==> src/rtl/fetch_queue.sv <==
// fetch_queue: instruction fetch stage with a prefetch queue.
// Generates the fetch PC, issues one request per cycle to a synchronous
// one-cycle-latency instruction memory, and buffers returned words together
// with their PCs in a DEPTH-entry FIFO that decode drains via valid/ready.
// A redirect flushes the stage and requests the new target in the same cycle.
module fetch_queue #(
    parameter int unsigned ADDR_WIDTH = 32,
    parameter int unsigned DATA_WIDTH = 32,
    parameter int unsigned DEPTH      = 4,
    parameter logic [ADDR_WIDTH-1:0] RESET_PC = '0,
    parameter int unsigned PC_STEP    = 1
) (
    input  logic                         i_clk,
    input  logic                         i_rst,
    input  logic                         i_stall,
    input  logic                         i_redirect,
    input  logic [ADDR_WIDTH-1:0]        i_redirect_pc,
    output logic                         o_imem_req,
    output logic [ADDR_WIDTH-1:0]        o_imem_addr,
    input  logic [DATA_WIDTH-1:0]        i_imem_rdata,
    output logic                         o_out_valid,
    input  logic                         i_out_ready,
    output logic [DATA_WIDTH-1:0]        o_out_inst,
    output logic [ADDR_WIDTH-1:0]        o_out_pc,
    output logic [$clog2(DEPTH):0]       o_count
);

    // Index width addresses the storage; pointers carry one extra wrap bit
    // so that full (same index, different wrap) and empty are distinguishable.
    localparam int unsigned IDXW = $clog2(DEPTH);
    localparam int unsigned PTRW = IDXW + 1;
    localparam logic [ADDR_WIDTH-1:0] STEP       = ADDR_WIDTH'(PC_STEP);
    localparam logic [PTRW:0]         DEPTH_WIDE = (PTRW+1)'(DEPTH);

    logic [ADDR_WIDTH-1:0] r_pc;
    logic                  r_inflight;
    logic [ADDR_WIDTH-1:0] r_inflightPc;
    logic [PTRW-1:0]       r_head;
    logic [PTRW-1:0]       r_tail;

    logic [DATA_WIDTH-1:0] r_instMem [DEPTH];
    logic [ADDR_WIDTH-1:0] r_pcMem   [DEPTH];

    logic                  w_redirect;
    logic [PTRW-1:0]       w_count;
    logic [PTRW:0]         w_creditUsed;
    logic                  w_issue;
    logic                  w_push;
    logic                  w_pop;
    logic [IDXW-1:0]       w_headIdx;
    logic [IDXW-1:0]       w_tailIdx;

    // Request, credit and handshake decode. A redirect is ignored while in
    // reset so the reset-state outputs stay quiet regardless of other inputs.
    always_comb begin
        w_redirect   = i_redirect && !i_rst;
        w_count      = r_tail - r_head;
        w_creditUsed = {1'b0, w_count} + {{PTRW{1'b0}}, r_inflight};
        w_issue      = !i_rst && !i_stall && (w_creditUsed < DEPTH_WIDE);
        w_headIdx    = r_head[IDXW-1:0];
        w_tailIdx    = r_tail[IDXW-1:0];

        o_imem_req   = w_issue || w_redirect;
        o_imem_addr  = w_redirect ? i_redirect_pc : r_pc;

        o_out_valid  = (w_count != '0) && !w_redirect;
        o_out_inst   = r_instMem[w_headIdx];
        o_out_pc     = r_pcMem[w_headIdx];
        o_count      = w_count;

        // A response arriving in a redirect cycle belongs to the old path.
        w_push       = r_inflight && !w_redirect && !i_rst;
        w_pop        = o_out_valid && i_out_ready;
    end

    // Fetch PC, in-flight tracking and queue pointers. Redirect wins over
    // stall, push and pop; the credit rule guarantees a push never overflows.
    always_ff @(posedge i_clk) begin
        if (i_rst) begin
            r_pc         <= RESET_PC;
            r_inflight   <= 1'b0;
            r_inflightPc <= RESET_PC;
            r_head       <= '0;
            r_tail       <= '0;
        end else if (w_redirect) begin
            r_pc         <= i_redirect_pc + STEP;
            r_inflight   <= 1'b1;
            r_inflightPc <= i_redirect_pc;
            r_head       <= r_tail;
        end else begin
            r_inflight <= w_issue;
            if (w_issue) begin
                r_pc         <= r_pc + STEP;
                r_inflightPc <= r_pc;
            end
            if (w_push) begin
                r_tail <= r_tail + PTRW'(1);
            end
            if (w_pop) begin
                r_head <= r_head + PTRW'(1);
            end
        end
    end

    // Entry storage. Cleared on reset so the head outputs read zero until the
    // first word lands; afterwards an empty queue just shows stale contents.
    always_ff @(posedge i_clk) begin
        if (i_rst) begin
            for (int i = 0; i < int'(DEPTH); i++) begin
                r_instMem[i] <= '0;
                r_pcMem[i]   <= '0;
            end
        end else if (w_push) begin
            r_instMem[w_tailIdx] <= i_imem_rdata;
            r_pcMem[w_tailIdx]   <= r_inflightPc;
        end
    end

endmodule
==> config.mk <==
export PLATFORM = sky130hd
export DESIGN_NAME = fetch_queue
export DESIGN_NICKNAME = d
export VERILOG_FILES = /design/src/rtl/fetch_queue.sv
export SDC_FILE = /design/constraint.sdc
export NUM_CORES = 1
export LEC_CHECK = 0
export CAP_MARGIN = 10
export CORE_MARGIN = 3
export CORE_UTILIZATION = 40
export CTS_CLUSTER_SIZE = 16
export DETAILED_ROUTE_END_ITERATION = 10
export PLACE_DENSITY = 0.71
export SLEW_MARGIN = 10
export SYNTH_ARGS = -nofsm -noshare
export SYNTH_HDL_FRONTEND = slang
export SYNTH_SLANG_ARGS = --single-unit
==> constraint.sdc <==
create_clock -name i_clk -period 5.4 [get_ports i_clk]
set_clock_uncertainty 0.1 [all_clocks]
set_input_delay 0.81 -clock i_clk [delete_from_list [all_inputs] [get_ports i_clk]]
set_output_delay 0.81 -clock i_clk [all_outputs]
set_load 0.02 [all_outputs]
==> results.tsv, run 1 <==
metric	value	unit
maxCapViolCount	0	
clkTransAtPathRegs	60	ps
routed_wl	35.80	mm
avgViaCountPerCell	5.167	
antenna_found_initial	0	
initial_core_util	41.14	%
r2r_cells	10	
grt_start_max_net_pins	69	
timing.setup.tns	0	ps
worst_slew_pin_slew	1103	ps
min_period_over_period	80.36	%
dp_cells	1784	
fp-row-count	70	
rsz0062_at_grt	false	
grt_pass1_wl	56.48	mm
globalRouteMet3Util	3.721	%
routedWlPerCell	19.40	um
rrSetupSlack	1950	ps
grt-busiest-layer	met2	
core	37050	um2
utilization	50.03	%
grt_usage	17.61	%
cts_tree	built	
min_from	r_pc[7]$_SDFFE_PP0P_	
fin_cells	1845	
numCtsBuffers	36	
use_met2	27.27	%
endpoint_kind	output pin	
p_leak	6.698	nW
finalHoldViolations	0	
gp_congestion	0.8801	
setup_ws	1060	ps
area_growth	21.61	%
stdcell_area	18540	um2
routed-via-count	9533	
grt_overflow	0	
yosys_register_bits	329	
slew_headroom	26.45	%
clk_path_buf_depth	3	
crit-reg2reg-launch	r_tail[0]$_SDFFE_PP0P_	
critical_path.top_delay_family	buffers and inverters	
dr.pass1.iters	4	
ioPinCount	170	
cp-start-kind	input pin	
multi_input_area	5720	um2
power	6.231	mW
slowest_delay	570	ps
num-fill-cells	3255	
die_w	201.2	um
min_path_cells	2	
htree_num_levels	2	
die_h	201.2	um
regArea	9156	um2
cts_setup_buffers	0	
cp_num_cells	7	
dp_hpwl	21.81	mm
drv_slew	0	
synth_nets	1246	
critPathSlowestCell	clkdlybuf4s50_1	
clock_latency	510	ps
grt_pass1_vias	9696	
holdBufCountCts	0	
crit_fanout	31	
worst_hold_path_type	reg2reg	
crit_end	o_imem_addr[27]	
setup-violations-final	0	
synth.cell_area	15240	um2
crit_chain	clkdlybuf4s50_1 > buf_4 > nor2b_4 > buf_4 > mux2i_1 > inv_1 > clkdlybuf4s50_1	
post_cts_resized	0	
synth_cells	1172	
critical_path_required	4490	ps
critPathBufInv	5	
drtIter0Drc	511	
diodes	0	
powerDensity	336.1	nW/um2
synth_cell_types	56	
post-place-ws	1120	ps
setup.worst_path.class	in2out	
cts.sinks	329	
outcome	finished, final reports clean	
hold_slack	373.8	ps
timing.rr.end	r_pc[17]$_SDFFE_PP0P_	
synth_warnings	0	
cts-root-buf	clkbuf_16	
syn_area_per_cell	13.01	um2
nets	1392	
startpoint	i_redirect	
layout-drive-gt1-share	12.98	%
dpl-instance-area	17400	um2
period_minus_slack	4340	ps
yosysSeqAreaShare	60.02	%
arrival	3430	ps
drc	0	
ir_worst_vdd	160.7	uV
grt.met1_usage	25.59	%
io_buffers	169	
fmax	230.4	MHz
die_area	40480	um2
drtAntennaViolNets	0	
[cell type report]
class,count,share of cell area [%]
sequential,329,49.40
multi-input combinational,745,30.86
timing repair buffer,187,9.828
clock buffer,50,5.535
tap,504,3.402
clock inverter,11,0.5940
inverter,19,0.3847
[power by group]
part	total (mW)	internal [mW]	switching [mW]
registers	2.98	2.87	0.108
logic	0.873	0.404	0.469
clock network	2.38	1.42	0.960
[cells in the mapped netlist, drive strengths merged]
| library cell | instances | area [um2] |
|---|---|---|
| a211oi | 18 | 140.1 |
| nand2b | 2 | 20.02 |
| ha | 4 | 50.05 |
| nand4b | 1 | 8.760 |
| a31o | 1 | 8.760 |
| o211ai | 2 | 15.01 |
| nand2 | 112 | 420.4 |
| nor4 | 8 | 96.34 |
| nor4b | 2 | 38.78 |
| inv | 19 | 71.31 |
| buf | 27 | 157.7 |
| mux2 | 6 | 67.56 |
| a2111o | 1 | 11.26 |
| a21o | 2 | 15.01 |
| edfxtp | 256 | 7687 |
| o2111ai | 3 | 50.05 |
| fa | 1 | 20.02 |
| a21oi | 16 | 80.08 |
| xor2 | 2 | 17.52 |
| nor3b | 2 | 15.01 |
| nand4 | 7 | 50.05 |
| nor2b | 5 | 31.28 |
| nand3 | 16 | 80.08 |
| a22oi | 1 | 7.510 |
| dfxtp | 73 | 1461 |
| or2 | 3 | 18.77 |
| nor3 | 30 | 160.2 |
| mux4 | 64 | 1441 |
| a31oi | 6 | 37.54 |
| and2 | 260 | 1627 |
| clkbuf | 52 | 195.2 |
| nor2 | 64 | 242.7 |
| o21ai | 17 | 85.08 |
| mux2i | 34 | 371.6 |
| xnor3 | 1 | 22.52 |
| and3 | 13 | 81.33 |
| xnor2 | 24 | 210.2 |
| nand3b | 17 | 127.6 |
[flip-flops by register name (all words and copies together) (netlist names), named ones only]
name	cells
r_pc	32
r_tail	3
r_head	3
r_pcMem	128
r_instMem	128
r_inflight	1
r_inflightPc	32
[tightest hold or removal path, cell delays in order (launching register included)]
cell and delay (ps):
dfxtp_1 320, nand2_1 60, a21oi_1 50
[worst min path at each step]
stage | end | slack (ps)
2_1_floorplan | r_pc[4]$_SDFFE_PP0P_ | 340
3_3_place_gp | r_pc[5]$_SDFFE_PP0P_ | 360
3_5_place_dp | r_pc[7]$_SDFFE_PP0P_ | 360
4_1_cts | r_pc[7]$_SDFFE_PP0P_ | 370
5_1_grt | r_pc[5]$_SDFFE_PP0P_ | 400
6_report | r_pc[7]$_SDFFE_PP0P_ | 370
[layout by cell type (no fill, tap or decap), types with 4 or more instances in the layout]
cell type / n
dfxtp_1: 71
a211oi_1: 17
mux4_2: 64
and2_1: 258
buf_4: 18
clkbuf_1: 9
ha_1: 4
xnor2_1: 24
nor3_1: 25
o21ai_1: 11
mux2_2: 6
nand3b_1: 17
nor4_2: 5
nor3_2: 5
mux2i_1: 28
clkdlybuf4s50_1: 168
nand4_1: 6
mux2i_2: 5
and3_1: 13
inv_1: 18
nor2_1: 63
clkbuf_16: 38
a31oi_1: 6
edfxtp_1: 256
nand2_1: 112
o21ai_0: 6
nand3_1: 16
clkinv_2: 6
a21oi_1: 16
[routing by layer]
metal | up-vias | share of wire [%]
li1 | 4480 | -
met1 | 4696 | 47
met2 | 313 | 45
met3 | 44 | 6.8
met4 | 0 | 1.9
met5 | - | 0
[kinds of logic after synthesis]
logic type | count (synthesis) | share of synthesized area, %
buffers and inverters | 98 | 2.783
XOR/XNOR | 27 | 1.642
adder cells (fa/ha/maj) | 5 | 0.4597
flip-flops | 329 | 60.02
AND/OR/NAND/NOR | 542 | 19.80
multiplexers | 104 | 12.34
AO/OA/AOI/OAI | 67 | 2.955
(Power assumes the default switching activity.)
==> run 2, diff against run 1 <==
clock period = 4.19 ns   (was 5.4 ns; I/O delays follow)
==> results.tsv, run 2 (same netlist as run 1, synthesis figures left out) <==
metric	value	unit	change
outcome	finished, final reports clean		
crit_end	o_imem_req		
wl_met3	2.213	mm	-8.9%
routed.top_layer	met4		
worst_slew_pin_slew	728.5	ps	-374.7 ps
min_path_cells	2		unchanged
drv_slew	0		unchanged
clkTransAtPathRegs	60	ps	about the same
numCtsBuffers	36		unchanged
grt_pass1_wl	55.86	mm	-1.1%
startpoint	r_tail[0]$_SDFFE_PP0P_		
critical_path_required	3460	ps	-1030 ps
wl_met2	16.56	mm	+3.2%
grt_overflow	0		unchanged
arrival	3310	ps	-120 ps
endpoint_kind	output pin		
finalHoldViolations	0		unchanged
power.share.clock	37.1	%	-1.1 points
htree_num_levels	2		unchanged
power_switching	1.998	mW	+30%
die_w	201.2	um	unchanged
top_regs	r_instMem (128), r_pcMem (128)		
crit_fanout	7		-77%
clk_path_buf_depth	3		unchanged
layout-drive-gt1-share	13.74	%	+0.76 points
diodes	0		unchanged
post_cts_resized	0		unchanged
holdBufCountCts	0		unchanged
hold_slack	374.9	ps	+1.113 ps
drtAntennaViolNets	0		unchanged
ioPinCount	170		unchanged
grt_pass1_vias	9860		+1.7%
ir_worst_vdd	211.5	uV	+32%
p_comb_share	14.6	%	+0.6 points
fmax	247.7	MHz	
setup-violations-final	0		unchanged
routedWlPerCell	19.06	um	-1.8%
worst_hold_path_type	reg2reg		
initial_core_util	41.14	%	unchanged
area_growth	22.27	%	
min_period_over_period	96.37	%	
crit-reg2reg-launch	r_tail[0]$_SDFFE_PP0P_		
min_from	r_pc[7]$_SDFFE_PP0P_		
mostFrequentLayoutCells	258 x and2_1, 256 x edfxtp_1, 168 x clkdlybuf4s50_1		
timing.rr.end	r_pc[31]$_SDFFE_PP0P_		
m1WireLength	16.08	mm	-3.4%
cts_setup_buffers	0		unchanged
cts_tree	built		
nets	1402		+0.72%
rrSetupSlack	880	ps	-1070 ps
drc	0		unchanged
avgViaCountPerCell	5.062		-2.0%
cts-root-buf	clkbuf_16		
critPathSlowestCell	clkdlybuf4s50_1		
period_minus_slack	4038	ps	
rsz0062_at_grt	false		
power	7.908	mW	+27%
crit_chain	inv_1 > ha_1 > fa_1 > xnor3_1 > nor4b_4 > nor2_4 > inv_2 > clkdlybuf4s50_1		
cts.sinks	329		unchanged
dp_hpwl	22.02	mm	+0.96%
drtIter0Drc	553		+8.2%
core	37050	um2	unchanged
gp_congestion	0.8171		-7.2%
num-fill-cells	3191		-2.0%
power_frac_seq	48.3	%	+0.5 points
die_h	201.2	um	unchanged
grt_start_max_net_pins	69		unchanged
final_common_cell	and2_1		
die_area	40480	um2	unchanged
timing.setup.tns	0	ps	unchanged
p_leak	6.750	nW	+0.78%
antenna_found_initial	0		unchanged
powerDensity	424.3	nW/um2	+26%
p_int	5.909	mW	+26%
slowest_delay	590	ps	+20 ps
maxCapViolCount	0		unchanged
setup.worst_path.class	reg2out		
slew_headroom	51.43	%	+25 points
swShare	25.27	%	+0.62 points
dr.pass1.iters	7		+3
fp-row-count	70		unchanged
r2r_cells	11		+1
clock_latency	510	ps	about the same
io_buffers	169		unchanged
cp-start-kind	flop		
grt_usage	17.44	%	-0.17 points
routed_wl	35.41	mm	-1.1%
routed-via-count	9406		-1.3%
[run 2: changes by cell type in the layout (fill, tap and decap cells not counted), moves of 2 or more]
cell,change
bufinv_16,-2
clkbuf_1,-2
buf_4,+4
buf_12,+6
clkinv_2,+3
clkinv_1,+3
[run 2: routing by layer]
metal | vias to the layer above | GRT usage (%)
li1 | 4512 | -
met1 | 4550 | 24.71
met2 | 299 | 28.25
met3 | 45 | 3.171
met4 | 0 | 3.937
met5 | - | 0
[run 2: cell type report]
class,instances,area (um2),area share [%]
sequential,329,9156,49.13
multi-input combinational,745,5720,30.69
timing repair buffer,197,1972,10.58
clock buffer,47,993.5,5.331
tap,504,630.6,3.384
clock inverter,17,92.59,0.4968
inverter,19,71.32,0.3827
[run 2: worst max-delay path, delay by kind of cell (launching register included)]
family | cells | cell delay [ps]
adder cells (fa/ha/maj) | 2 | 580
flip-flops | 1 | 470
AND/OR/NAND/NOR | 2 | 600
XOR/XNOR | 1 | 330
buffers and inverters | 3 | 810
[run 2: worst min-delay path by stage]
stage / endpoint / slack, ps
global route: r_pc[25]$_SDFFE_PP0P_ / 400
CTS: r_pc[7]$_SDFFE_PP0P_ / 370
global placement: r_pc[7]$_SDFFE_PP0P_ / 360
detailed placement: r_pc[7]$_SDFFE_PP0P_ / 360
floorplan: r_pc[4]$_SDFFE_PP0P_ / 340
finish: r_pc[7]$_SDFFE_PP0P_ / 370
[run 2: per-stage QoR]
step	utilization [%]	std cells	area [um2]	worst slack [ps]
4_1_cts	50.30	1858	18640	130.3
3_3_place_gp	47.37	1794	17550	621.9
3_5_place_dp	47.37	1794	17550	546.7
2_1_floorplan	-	1172	15240	913.3
5_1_grt	50.30	1858	18640	4.101
6_report	50.30	1858	18640	152.1
[run 2: power by group through the flow]
stage               registers [mW]  logic [mW]  clock network [mW]
CTS                           3.82        1.17                3.01
finish                        3.82        1.16                2.93
global placement              3.88        1.16                   0
floorplan                     3.82       0.691                   0
detailed placement            3.89        1.17                   0
global route                  3.84        1.24                3.14
